==> config.mk <==
export PLATFORM = sky130hd
export DESIGN_NAME = tdm_demux4
export DESIGN_NICKNAME = d
export VERILOG_FILES = /design/src/rtl/tdm_demux4.sv
export SDC_FILE = /design/constraint.sdc
export NUM_CORES = 1
export LEC_CHECK = 0
export CORE_MARGIN = 10
export CORE_UTILIZATION = 42
export CTS_CLUSTER_DIAMETER = 100
export DETAILED_ROUTE_END_ITERATION = 7
export PLACE_DENSITY = 0.79
export SYNTH_ARGS = -nofsm -noshare
export SYNTH_HDL_FRONTEND = slang
export SYNTH_SLANG_ARGS = --single-unit
==> constraint.sdc <==
create_clock -name clk -period 1.1 [get_ports clk]
set_input_delay 0.275 -clock clk [delete_from_list [all_inputs] [get_ports clk]]
set_output_delay 0.275 -clock clk [all_outputs]
set_load 0.005 [all_outputs]
==> src/rtl/tdm_demux4.sv <==
// Receive side of a 4-slot TDM lane: finds frame alignment from the sync marker,
// collects slots 0..2 in holding registers and publishes whole frames on out0..out3.
//
// state | meaning
// HUNT  | waiting for a valid sample with sync; samples without sync are dropped
// RUN   | aligned; samples fill slots in order, slot 3 publishes the frame
module tdm_demux4 #(
   parameter int DW = 1
) (
   input  logic          clk,
   input  logic          rst,
   input  logic [DW-1:0] in,
   input  logic          in_valid,
   input  logic          sync,
   output logic [DW-1:0] out0,
   output logic [DW-1:0] out1,
   output logic [DW-1:0] out2,
   output logic [DW-1:0] out3,
   output logic          frame_valid,
   output logic          sync_err,
   output logic [1:0]    slot,
   output logic          locked
);

   localparam logic ST_HUNT = 1'b0;
   localparam logic ST_RUN  = 1'b1;

   logic          r_state;
   logic [1:0]    r_slot;
   logic [DW-1:0] r_hold0;
   logic [DW-1:0] r_hold1;
   logic [DW-1:0] r_hold2;
   logic [DW-1:0] r_out0;
   logic [DW-1:0] r_out1;
   logic [DW-1:0] r_out2;
   logic [DW-1:0] r_out3;
   logic          r_frame_valid;
   logic          r_sync_err;

   always_ff @(posedge clk or posedge rst) begin
      if (rst) begin
         r_state       <= ST_HUNT;
         r_slot        <= 2'd0;
         r_hold0       <= '0;
         r_hold1       <= '0;
         r_hold2       <= '0;
         r_out0        <= '0;
         r_out1        <= '0;
         r_out2        <= '0;
         r_out3        <= '0;
         r_frame_valid <= 1'b0;
         r_sync_err    <= 1'b0;
      end else begin
         r_frame_valid <= 1'b0;
         r_sync_err    <= 1'b0;
         if (in_valid) begin
            if (r_state == ST_HUNT) begin
               if (sync) begin
                  r_hold0 <= in;
                  r_slot  <= 2'd1;
                  r_state <= ST_RUN;
               end
            end else if (sync) begin
               // An early sync drops the partial frame; outputs keep the last full one.
               r_sync_err <= (r_slot != 2'd0);
               r_hold0    <= in;
               r_slot     <= 2'd1;
            end else begin
               case (r_slot)
                  2'd0: r_hold0 <= in;
                  2'd1: r_hold1 <= in;
                  2'd2: r_hold2 <= in;
                  default: begin
                     r_out0        <= r_hold0;
                     r_out1        <= r_hold1;
                     r_out2        <= r_hold2;
                     r_out3        <= in;
                     r_frame_valid <= 1'b1;
                  end
               endcase
               r_slot <= r_slot + 2'd1;
            end
         end
      end
   end

   assign out0        = r_out0;
   assign out1        = r_out1;
   assign out2        = r_out2;
   assign out3        = r_out3;
   assign frame_valid = r_frame_valid;
   assign sync_err    = r_sync_err;
   assign slot        = r_slot;
   assign locked      = (r_state == ST_RUN);

endmodule

## Yosys cells after proc, flatten, opt, wreduce, memory -nomap -nowiden

Cells that the tools add are included.

- Flip-flop bits (word level): 12
- Latch bits: 0
- RAM bits: 0
- Memory bits (read-only): 0
- Bits of input ports: 5
- Output and inout bits: 9
- Logic and storage cells: 42
- Memories kept: 0

- Add/subtract/negate cells: 1
- Multipliers: 0
- Divide/modulo/power cells: 0
- $lt $le $gt $ge: 0
- Equality and inequality tests: 2
- Shift-type cells: 0
- Mux-type cells: 16
- Bitwise gates (word level): 2
- Reduce and logical (&&, ||, !) cells: 10

Operator list:

| operator | count |
|---|---|
| two-way mux 1 bit | 13 |
| AND reduction 4 bit | 3 |
| two-way mux 2 bit | 3 |
| nonzero test 2 bit | 3 |
| AND reduction 3 bit | 1 |
| OR reduction 3 bit | 1 |
| adder 2 x 1 -> 2 bit, second input constant | 1 |
| == test 2 x 1 -> 1 bit, second input constant | 1 |
| == test 2 bit, second input constant | 1 |
| zero test 2 bit | 1 |
| NOT 1 bit | 2 |
| AND reduction 2 bit | 1 |

## Depth between registers and ports, before layout

Gate-level depths: netlist of run 1.

- Depth in word-level cells: 6
- Gate-level depth with buffers: 4
- Gate-level depth less buffers: 4

## Least setup slack after synthesis of run 1

Ideal clock, no wire load.

- Kind: reg-to-reg
- Start point: register r_slot[0], in the netlist slot[0]
- End point: register r_hold2
- Setup time: 0.125 ns
- Arrival time: 1.059 ns
- Data required time: 0.975 ns
- Slack: -0.084 ns
- Cell stages (with the launch flop): 5
- Path buffers: 0
- Clock period less this slack: 1.184 ns
- Cells stage by stage: dfrtp_1 -> inv_1 -> ha_1 -> nand4b_1 -> mux2_2

- Word-level cells in the longest chain between the ends: 2

RTL lines:

| what | RTL line | source |
|---|---|---|
| start: declaration | 29 | `logic [1:0] r_slot;` |
| start signal: assignment | 81 | `r_slot <= r_slot + 2'd1;` |
| == test 2 bit | 69 | `case (r_slot)` |
| AND reduction 4 bit (no line) | -- |  |
| end signal: assignment | 72 | `2'd2: r_hold2 <= in;` |
| end: declaration | 32 | `logic [DW-1:0] r_hold2;` |

No other way between the ends.
A chain may end at the register's enable or synchronous reset.

## Worst setup path after layout of run 1

- Start point: input in_valid
- End point: register r_out2, in the netlist out2

- Word-level cells in the longest chain between the ends: 1

RTL lines:

| what | RTL line | source |
|---|---|---|
| start: declaration | 13 | `input logic in_valid,` |
| AND reduction 4 bit (no line) | -- |  |
| end signal: assignment | 76 | `r_out2 <= r_hold2;` |
| end: declaration | 35 | `logic [DW-1:0] r_out2;` |

No other way between the ends.

==> impl_summary.md, run 1 <==
Layout
At the end of the flow, the number of nets in the layout was slightly above 80. The post-synthesis to final-layout area growth is 48.95%. The layout has 97 filler cells. Cells fill between 60% and 70% of the core in the end.

The antenna diode count is 0. After routing the design area is 887.1 µm². The post-route netlist has 59.72% of its cells at a drive strength greater than 1.

Timing
The hold violation total from the final report is 0. Across the routed clock network, the largest skew measured is between 0.003 and 0.004 ns. Counting I/O delays and the setup requirement, the final critical path takes between 1 and 1.5 ns. Setup repair after global routing could not meet its margin everywhere. Setup slack on the critical path of the routed design comes to -0.1573 ns. The maximum clock frequency is 795.4 MHz. Setup total negative slack on the finished layout was measured at -1.400 ns. The final count of pins violating max slew is 0. The actual transition at the worst max-transition pin is 0.3096 ns. The worst path uses 114.3% of the clock period. The final-report setup violation count is 12. Headroom to the max-slew limit came out at 79.15%.

Power
The switching power share of the total is 26.26%. The clock network is responsible for 16.9% of the overall power. The switching component of the power is 403.3 µW. The maximum resistive drop on vdd is 868.4 µV. For this design the static power due to leakage is 0.0004527 µW. The internal power of the cells totals 1132 µW. In this run the power density over the cells is 1731 nW/µm².

Of the total power, combinational logic draws 42.5%. The overall power consumption is around 1500 µW. The share of total power dissipated in sequential elements is 40.6%.

Route
The mean routed wirelength per cell is 14.39 µm. In this run, the number of DRC markers left after iteration 0 of detailed routing was 5. The length of the first detailed-routing pass in iterations is 4. Detailed routing inserted a total of 425 vias. In the routed layout, each cell is associated on average with a via count of 4.885.

The DRC violation count after routing is 0. The total wirelength of the detailed-routed design is 1.252 mm. The count of nets left with antenna violations once routing finished came out at 0.

Clocking
The clock transition time at the flip-flop clock pins of the worst setup and hold paths is 0.07 ns. The longest clock path from root to sink contains 2 buffers. TritonCTS built the clock tree. The number of clock buffers added by TritonCTS is 3.

The number of H-tree levels is 1. The clock latency on the worst-skew pair is ~0.26 ns. The clock drives 12 sinks. Clock tree synthesis selected as its root buffer the cell clkbuf_4. The count of hold buffers inserted by post-cts repair is 0.

Min path
The class of the tightest hold or removal check is in -> async.

Floorplanning
The total die area is 3324 µm². The width of the chip is 57.66 µm. The initial core utilization is 45.20%. The cell row count is 13. Measured along the y axis, the die boundary spans 57.66 µm. The area of the core is ~1300 µm². The number of top-level pins is 14.

Synthesis
For this run, the number of Yosys warnings is 0. After synthesis the cells add up to 595.6 µm². The number of different library cells used by synthesis comes to 19. Counting every instance in the synthesized netlist gives 42. In the synthesized netlist the async set-or-reset flop fraction comes to between 90% and 100%. The synthesis-stage register bit count is 12.

The post-synth net total is 51. The mean cell area of the mapped netlist is 14.18 µm². The most used flip-flop cell after synthesis is dfrtp_1. The sequential cell area fraction in the yosys report is 50.42%. The number of enable flip-flop cells after synthesis is 0.

Placement
After detailed placement, the total cell area comes to 803.3 µm². Routability-driven placement finished with a final weighted congestion of 0.7528. The worst slack after detailed placement is -0.4280 ns.

The estimated wirelength of the detail-placed design is around 900 µm. Input and output buffers added on the ports amount to 13.

Global routing
The initial antenna violation count is 0. The total overflow left after global routing is 0. The via count of the first global-routing pass was 493.

The maximum number of pins on one net before global-route repair is 13. For this run, the total global-route usage over all layers was measured as between 8 and 9%. The first global-routing pass estimated 2.256 mm of wire.

Outcome
The flow ran to the end, but the final reports show violations. The checks that failed: negative setup slack.

Worst setup path
The endpoint kind of the worst setup timing path is a flip-flop. Of all nets on the critical path, the largest fanout is 6. The arrival time reported for the critical path endpoint is 1.41 ns. The type of the worst setup path is in -> reg. The critical path launch point type is a primary input. The required time of the critical path is 1.25 ns.

Job
The tool flagged a number of max-cap violations equal to 0.
## kinds of logic after synthesis
logic type,count (synthesis),share of synthesized area (%)
AOI/OAI and AO/OA,6,7.353
buffers and inverters,6,6.302
DFF,12,50.42
and+or+nand+nor,7,11.97
muxes,7,15.55
adders and majority gates,4,8.404
## routing by layer
layer | GRT usage [%] | wire length (µm)
met3 | 3.268 | 94
met4 | 4.027 | 0
met1 | 10.16 | 621
met2 | 12.88 | 536
met5 | 0 | 0
## cell usage in the layout (no fill, tap or decap), drive strengths merged
master          n
a21boi          1
a21o            1
a21oi           1
a22o            1
and3b           1
and4b           1
buf            24
clkbuf          3
clkdlybuf4s50   4
dfrtp          12
dlygate4sd2     1
ha              4
inv             4
mux2            6
mux2i           1
nand2           1
nand3           1
nand4b          3
o21ai           1
o2bb2ai         1
## metrics by stage
| stage | cells | hold WS [ns] |
|---|---|---|
| floorplan | 42 | 0.1397 |
| global placement | 78 | 0.4875 |
| detailed placement | 78 | 0.5023 |
| CTS | 86 | 0.3013 |
| global route | 87 | 0.3209 |
| finish | 87 | 0.2933 |
## registers in the layout, summed over array words and instances, names as in the netlist
signal and count:
r_hold2 1, slot 2, r_hold0 1, out3 1
frame_valid 1, out1 1, r_hold1 1, out2 1
out0 1, sync_err 1, locked 1
## area by class of cell
cell class | instances | area [µm²] | area share (%)
Timing Repair Buffer | 29 | 216.5 | 24.40
Multi-Input combinational cell | 24 | 306.5 | 34.56
Sequential cell | 12 | 300.3 | 33.85
Tap cell | 15 | 18.77 | 2.116
Clock buffer | 3 | 22.52 | 2.539
Inverter | 4 | 22.52 | 2.539
## synthesized netlist by cell type (all sizes together) (2+ instances only)
cell / count / area (µm²)
buf: 2 / 22.52
dfrtp: 12 / 300.3
ha: 4 / 50.05
inv: 4 / 15.01
mux2: 6 / 82.58
nand4b: 3 / 41.29
## power by group through the flow
stage                     sequential [µW]  combinational, µW  clock (µW)
after floorplan                       644                226           0
after global placement                636                578           0
after detailed placement              645                589           0
after CTS                             625                627         264
after global routing                  643                726         299
final                                 623                653         259
## final timing paths
check / startpoint / end / slack (ns) / cells past startpoint
min: rst / sync_err / 0.29 / 3
max: in_valid / out2 / -0.16 / 3
min in group clk: r_hold1 / out1 / 0.52 / 1
min reg2reg: r_hold1 / out1 / 0.52 / 1
max reg2reg: slot[0] / r_hold2 / -0.16 / 5
max in group asynchronous: rst / frame_valid / 0.65 / 3
## repair_timing
item,in CTS,in global routing
gates resized for setup,39,6
buffers inserted,5,1
hold endpoints to repair,0,0
endpoints found under the setup margin,19,12
pin swaps,1,1
## critical path, cell delays in order
cell and delay, ns:
clkdlybuf4s50_1 0.61, nand4b_4 0.19, mux2_4 0.33
Power figures use the tool's default switching activity.
==> run 2: changes to the inputs <==
--- a/config.mk
+++ b/config.mk
@@ -5,11 +5,14 @@
 export SDC_FILE = /design/constraint.sdc
 export NUM_CORES = 1
 export LEC_CHECK = 0
+export ABC_AREA = 1
 export CORE_MARGIN = 10
-export CORE_UTILIZATION = 42
+export CORE_UTILIZATION = 41
 export CTS_CLUSTER_DIAMETER = 100
 export DETAILED_ROUTE_END_ITERATION = 7
-export PLACE_DENSITY = 0.79
+export GPL_TIMING_DRIVEN = 1
+export PLACE_DENSITY = 0.78
 export SYNTH_ARGS = -nofsm -noshare
 export SYNTH_HDL_FRONTEND = slang
 export SYNTH_SLANG_ARGS = --single-unit
+export TNS_END_PERCENT = 50
==> run 2 against run 1 <==
Compared with the run above:
- global-route usage shrank 1.0 points
- synthesized cell count increased by 55%
- worst setup slack better by 0.14 ns
- the flow still finishes with violations (negative setup slack)
==> impl_summary.md, run 2 <==
Synthesis
The mean cell area of the mapped netlist is 8.816 µm² (-38%). The cell type contributing the most total cell area after synthesis is dfrtp_1. The proportion of register bits with asynchronous set or reset after synthesis is 100.0% (unchanged).

The share of Yosys cell area claimed by the top area cell type is 52.40% (+2.0 points). The post-synth net total is 74 (+45%). By count the netlist is led by nand2_1, dfrtp_1, nand3_1, inv_1, ha_1. The synthesis-stage register bit count is 12 (unchanged). The sequential cell area fraction in the yosys report came to 52.40% (+2.0 points).

The number of enable flip-flop cells after synthesis is 0 (unchanged). The number of distinct library cells after synthesis is 12 (-7). The count of warnings emitted by yosys was 0 (unchanged). The most used flip-flop cell after synthesis is dfrtp_1.

The most frequent cell after synthesis is nand2_1. Yosys attributes the largest share of cell area to dfrtp_1, nand2_1, nand3_1. The post-synth design cell area is 573.1 µm² (-3.8%). The synthesized instance count is 65 (+55%).

Job
The total of max-cap violations is 0 (unchanged).

Timing
The final period utilization is 101.5% (-13 points). The relative slew slack is 80.51% (+1.4 points). The final-report setup violation count is 6 (-6).

The final count of pins violating max slew came to 0 (unchanged). The hold violation total from the final report was 0 (unchanged). The final worst clock skew is 0.0008864 ns (-0.002341 ns). The minimum setup slack in the final design is -0.01683 ns (+0.1404 ns).

The maximum clock frequency was 895.4 MHz (+13%). Setup repair after global routing could not meet its margin everywhere. The minimum period implied by the final worst setup slack is 1.117 ns (-0.1404 ns). The actual transition at the worst max-transition pin was 0.2914 ns (-0.01811 ns).

Layout
The share of final-layout standard cells stronger than drive strength 1 came to 45.74% (-14 points). The flip-flop count of the largest register, all copies and words added is 2 (unchanged). The final instance area was 875.8 µm² (-1.3%). Leaving out fill and tap cells, the most frequent cell in the layout is nand2_1.

The filler cell count in the final layout was 109 (+12%). The combined area of the multi-input logic cells is 280.3 µm² (-8.6%). The combined flip-flop and latch cell area came to 300.3 µm² (unchanged). The antenna diode count is 0 (unchanged).

The net total in the final layout is 104 (+25%). The post-route core utilization is 66.48% (-0.85 points). In the layout the commonest cells are nand2_1, dfrtp_1, nand3_1, buf_4, buf_2.

Compared with the post-synthesis result, the final layout area differs by 52.84%.

Global routing
The busiest layer in global routing is met2. The initial antenna violation count is 0 (unchanged). The first-pass GRT wire length came to 1.980 mm (-12%). The maximum number of pins on one net before global-route repair is 13 (unchanged).

The via count of the first global-routing pass came to 495 (+0.41%). The met1 track demand over resource came to 8.511% (-1.7 points). The global routing usage on met2 is 11.35% (-1.5 points). The met3 track demand over resource was 2.655% (-0.61 points). The total routing resource utilization after global routing is 7.465% (-1.0 points). The final global-route overflow total is 0 (unchanged).

Power
The part of the power in registers was 41.2% (+0.6 points). The fraction of power consumed by the clock network was 22.9% (+6.0 points). The cell leakage power is 0.0004772 µW (+5.4%). The ratio of total power to cell area is 1676 nW/µm² (-3.2%). The switching component of the power is 421.4 µW (+4.5%). The maximum resistive drop on vdd is 1049 µV (+21%). The internal cell power is 1046 µW (-7.6%). The part of the power in combinational logic was 35.9% (-6.6 points). The switching power share of the total is 28.71% (+2.5 points).

The overall power consumption is 1468 µW (-4.4%).

Route
The via count of the routed design is 505 (+19%). The remaining antenna violation count after routing is 0 (unchanged). The iteration-0 DRC count of the detailed router is 4 (-1). The DRC violation count after routing is 0 (unchanged).

The length of the first detailed-routing pass in iterations came to 2 (-2). The average via count per standard cell is 4.633 (-5.2%). The total wirelength of the detailed-routed design is 1.290 mm (+3.0%). The mean routed wirelength per cell came to 11.83 µm (-18%).

Outcome
The checks that failed: negative setup slack. The flow ran to the end, but the final reports show violations.

Clocking
The number of H-tree levels is 1 (unchanged). The clock transition time at the flip-flop clock pins of the worst setup and hold paths is 0.07 ns (about the same). The CTS sink count is 12 (unchanged). The clock latency on the worst-skew pair is 0.26 ns (about the same). In this run the clock root is driven by a clkbuf_4. The TritonCTS clock tree is built. The number of buffers on the longest clock path is 2 (unchanged). The number of clock buffers inserted by TritonCTS is 3 (unchanged).

Floorplanning
The cell row count is 13 (unchanged). The vertical die dimension is 57.39 µm (-0.47%). The initial core utilization is 43.49% (-1.7 points). The number of top-level pins came to 14 (unchanged).

The total die area came to 3293 µm² (-0.93%). The width of the chip is 57.39 µm (-0.47%). The area of the core is 1318 µm² (unchanged).

Placement
The estimated wirelength of the detail-placed design came to 926.4 µm (+3.6%). The standard cell area after detailed placement is 794.5 µm² (-1.1%). The routability congestion estimate is 0.7341 (-2.5%). The number of I/O port buffers was 13 (unchanged). The worst slack after detailed placement came to -0.2329 ns (+0.1950 ns).

Worst setup path
STA classifies the critical path endpoint as a flip-flop. The required time of the critical path is 1.26 ns (about the same). The largest fanout of any net on the critical path came to 5 (-1). The type of the worst setup path is reg -> reg. STA classifies the critical path startpoint as a flip-flop.

The arrival time reported for the critical path endpoint came to 1.27 ns (-0.14 ns).

Min path
The tightest min-delay check is of the in -> async type.
[run 2: cell count changes after synthesis, sizes merged, moves of 2 or more]
cell and change:
nor2 +3, mux2 -6, nand2 +22, buf -2, nand3 +10, inv +6
nand4b -3
[run 2: routing by layer]
layer  routed length, µm  share of wire (%)
met4                  23                1.8
met5                   0                  0
met1                 549                 43
met2                 618                 48
met3                  98                7.6
[run 2: final cells by class]
cell class,instances,share of cell area (%)
Tap cell,15,2.143
Inverter,10,5.143
Multi-Input combinational cell,43,32.00
Sequential cell,12,34.29
Timing Repair Buffer,25,22.29
Clock buffer,4,4.143
[run 2: cell families after synthesis]
group / count (synthesis) / synth area share (%)
adders and majority gates: 4 / 8.734
DFF: 12 / 52.40
buffers and inverters: 10 / 6.987
AOI/OAI and AO/OA: 1 / 0.8725
and+or+nand+nor: 38 / 31.00
[run 2: power groups by stage]
stage,logic (µW),clock network [µW],registers [µW]
after floorplan,146,0,622
after global placement,473,0,615
after detailed placement,478,0,625
after CTS,482,351,608
after global routing,593,370,624
final,528,335,605
[run 2: repair_timing]
item                                    CTS  global route
hold buffers                              0             0
resized for setup                        37            17
setup buffers                             3             1
pin swaps                                 1             7
endpoints found under the setup margin   16            13
[run 2: path summary, 6_finish.rpt]
check                      depth (start not counted)      end    start  slack, ns
setup / recovery                                   7     out2  slot[0]      -0.02
hold / removal                                     3  slot[1]      rst       0.30
setup reg to reg                                   7     out2  slot[0]      -0.02
hold reg to reg                                    2  r_hold1  r_hold1       0.48
max in group asynchronous                          3     out3      rst       0.69
min in group clk                                   2  r_hold1  r_hold1       0.48
[run 2: stage by stage]
stage | setup TNS, ns | std cells | hold slack, ns
after floorplan | 0 | 65 | 0.1397
after global placement | -2.060 | 101 | 0.4675
after detailed placement | -2.367 | 101 | 0.4640
after CTS | -0.1291 | 108 | 0.2944
after global routing | -0.7632 | 109 | 0.2956
final | -0.08344 | 109 | 0.2990
[run 2: worst max-delay path, cell delays in order, from the launching register on]
cell and delay, ns:
dfrtp_1 0.36, buf_6 0.14, ha_4 0.13, inv_2 0.04, nor2_4 0.16, nand2_4 0.09, nand2_2 0.05, nand2_1 0.05
==> run 3: changes to the inputs <==
--- a/config.mk
+++ b/config.mk
@@ -15,4 +15,4 @@
 export SYNTH_ARGS = -nofsm -noshare
 export SYNTH_HDL_FRONTEND = slang
 export SYNTH_SLANG_ARGS = --single-unit
-export TNS_END_PERCENT = 50
+export TNS_END_PERCENT = 1
==> run 3 against run 2 <==
Compared with the run above:
- the run still ends with negative setup slack left
- routed wire length down 2.9%
- combinational power down 3%
- clock power grew 1%
- first-iteration DRC count is 50% higher
- sequential power about the same
- design area shrank 0.57%
- critical path depth rose by 1
- fmax is 0.85% lower
- die area unchanged
- clock skew rose by 0.0026 ns
- cell count fell by 0.92%
- largest cell class unchanged
==> impl_summary.md, run 3 (synthesis gave the netlist of run 2 again) <==
Layout
The combined flip-flop and latch cell area is 300.3 µm² (unchanged). The net total in the final layout is 103 (-0.96%). The final cell count without fillers is 108 (-0.92%). The most common cell after layout, fill and taps aside is nand2_1. The flip-flop count of the largest register, all copies and words added is 2 (unchanged). The combined area of the multi-input logic cells is 280.3 µm² (unchanged). The share of final-layout standard cells stronger than drive strength 1 was 40.86% (-4.9 points). The filler cell count in the final layout came to 108 (-0.92%).

The post-synthesis to final-layout area growth is 51.96%. The antenna diode count is 0 (unchanged). The library cells used most frequently in the layout, excluding fill and tap cells, are nand2_1, dfrtp_1, nand3_1, buf_4, inv_1.

Clocking
The clock latency on the worst-skew pair is 0.27 ns (about the same). The number of buffers on the longest clock path came to 2 (unchanged). The clock transition time at the flip-flop clock pins of the worst setup and hold paths came to 0.07 ns (about the same). The number of clock buffers inserted by TritonCTS came to 3 (unchanged). The CTS sink count is 12 (unchanged). The number of H-tree levels is 1 (unchanged).

TritonCTS built the clock tree. The library cell used as clock root buffer is clkbuf_4.

Global routing
The initial antenna violation count is 0 (unchanged). The total routing resource utilization after global routing is 7.509% (+0.044 points). The final global-route overflow total is 0 (unchanged).

The first-pass GRT wire length is 1.987 mm (+0.35%). The via count of the first global-routing pass is 495 (unchanged). The maximum number of pins on one net before global-route repair is 13 (unchanged).

Timing
The hold violation total from the final report is 0 (unchanged). The minimum period implied by the final worst setup slack is 1.126 ns (+0.009585 ns). The minimum setup slack in the final design came to -0.02641 ns (-0.009585 ns). The relative slew slack is 80.90% (+0.39 points).

The final period utilization is 102.4% (+0.87 points). The setup total negative slack was -0.07172 ns (+0.01172 ns). The final worst clock skew is 0.003531 ns (+0.002645 ns).

The final count of pins violating max slew is 0 (unchanged). The maximum clock frequency is 887.8 MHz (-0.85%). The final-report setup violation count is 5 (-1).

The actual transition at the worst max-transition pin came to 0.2857 ns (-0.005778 ns). Setup repair after global routing could not meet its margin everywhere.

Worst setup path
The largest fanout of any net on the critical path is 4 (-1). The worst reg-to-reg setup slack was -0.03 ns (about the same). Traced cell by cell, the critical path runs through buf_6 -> inv_4 -> ha_1 -> inv_1 -> nor2_2 -> nand2_1 -> nand2_1 -> nand2_1. STA classifies the critical path startpoint as a flip-flop. The critical path's top delay family is flip-flops. Among the stages of the critical path, the cell type that occurs most often is nand2_1. The depth of the worst register-to-register path came to 8 (+1).

STA classifies the critical path endpoint as a flip-flop. The arrival time reported for the critical path endpoint is 1.29 ns (+0.02 ns). The reg-to-reg critical path endpoint is r_hold1. The required time of the critical path is 1.27 ns (about the same). The critical path is of the reg -> reg type.

The startpoint identified for the worst register-to-register timing path is slot[1]. The slowest stage of the critical path belongs to the cell dfrtp_1. The delay of the slowest cell on the worst path is 0.39 ns (+0.03 ns). The count of buffer and inverter cells on the critical path is 3 (+1).

Route
The length of the first detailed-routing pass in iterations was 2 (unchanged). The via count of the routed design was 503 (-0.40%). The average via count per standard cell is 4.657 (+0.53%). The total wirelength of the detailed-routed design is 1.252 mm (-2.9%). The DRC violation count after routing is 0 (unchanged).

The mean routed wirelength per cell came to 11.59 µm (-2.0%). The iteration-0 DRC count of the detailed router is 6 (+2). The remaining antenna violation count after routing is 0 (unchanged).

Placement
The number of I/O port buffers is 13 (unchanged). The number of placed cells counting well taps is 101 (unchanged). The estimated wirelength of the detail-placed design is 926.4 µm (unchanged). The routability congestion estimate is 0.7341 (unchanged).

Power
The ratio of total power to cell area is 1676 nW/µm² (about the same). The cell leakage power is 0.0004700 µW (-1.5%). The switching power share of the total came to 28.87% (+0.15 points). The maximum resistive drop on vdd is 1047 µV (-0.19%). The fraction of power consumed by the clock network is 23.3% (+0.4 points). The overall power consumption is 1460 µW (-0.55%). The internal cell power is 1038 µW (-0.77%). The part of the power in combinational logic came to 35.2% (-0.7 points). The switching component of the power came to 421.3 µW (about the same). The part of the power in registers is 41.6% (+0.4 points).

Outcome
The checks that failed: negative setup slack. The run finished, with violations left.

Job
The total of max-cap violations is 0 (unchanged).

Min path
The class of the tightest hold or removal check is in -> async.

Floorplanning
The area of the core is 1318 µm² (unchanged). The total die area was 3293 µm² (unchanged). The number of top-level pins is 14 (unchanged). The initial core utilization is 43.49% (unchanged).

The width of the chip is 57.39 µm (unchanged). The cell row count came to 13 (unchanged). The vertical die dimension came to 57.39 µm (unchanged).
run 3: layer usage:
metal / wire length (µm) / track usage (%) / share of wire (%)
met1: 544 / 8.511 / 43
met2: 589 / 11.35 / 47
met3: 94 / 2.876 / 7.5
met4: 23 / 5.034 / 1.8
met5: 0 / 0 / 0
run 3: through the flow:
stage	instance area [µm²]	setup WS (ns)	utilization (%)	hold slack (ns)
2_1_floorplan	573.1	0.06793	-	0.1397
3_5_place_dp	794.5	-0.2329	60.30	0.4640
6_report	870.8	-0.02641	66.10	0.2947
4_1_cts	838.3	-0.05481	63.63	0.2944
5_1_grt	870.8	-0.1258	66.10	0.2956
3_3_place_gp	794.5	-0.2069	60.30	0.4675
run 3: layout make-up:
type / instances / area share (%)
repair buffers: 24 / 21.55
multi-input cells: 43 / 32.18
inverters: 10 / 5.460
well taps: 15 / 2.155
flip-flops and latches: 12 / 34.48
clock buffers: 4 / 4.167
run 3: worst reg2reg max path, delay by kind of cell (launching register included):
family / cells / cell delay (ns)
fa+ha+maj: 1 / 0.13
buf+inv: 3 / 0.25
flops: 1 / 0.39
simple gates: 4 / 0.25
run 3: worst max-delay path by stage:
stage	from	end	depth (start not counted)
after floorplan	slot[0]	r_hold2	7
after global placement	sync	out0	5
after detailed placement	sync	out2	5
after CTS	slot[1]	r_hold1	8
after global routing	slot[1]	r_hold1	8
final	slot[1]	r_hold1	8
run 3: power groups by stage:
stage	logic, µW	registers [µW]	clock network [µW]
2_1_floorplan	146	622	0
3_3_place_gp	473	615	0
4_1_cts	494	608	351
6_report	513	607	339
3_5_place_dp	478	625	0
5_1_grt	575	625	370
run 3: timing repair:
item | CTS | global route
endpoints found under the setup margin | 16 | 15
hold buffers | 0 | 0
pin swaps | 1 | 7
setup buffers | 3 | 0
resized for setup | 29 | 20
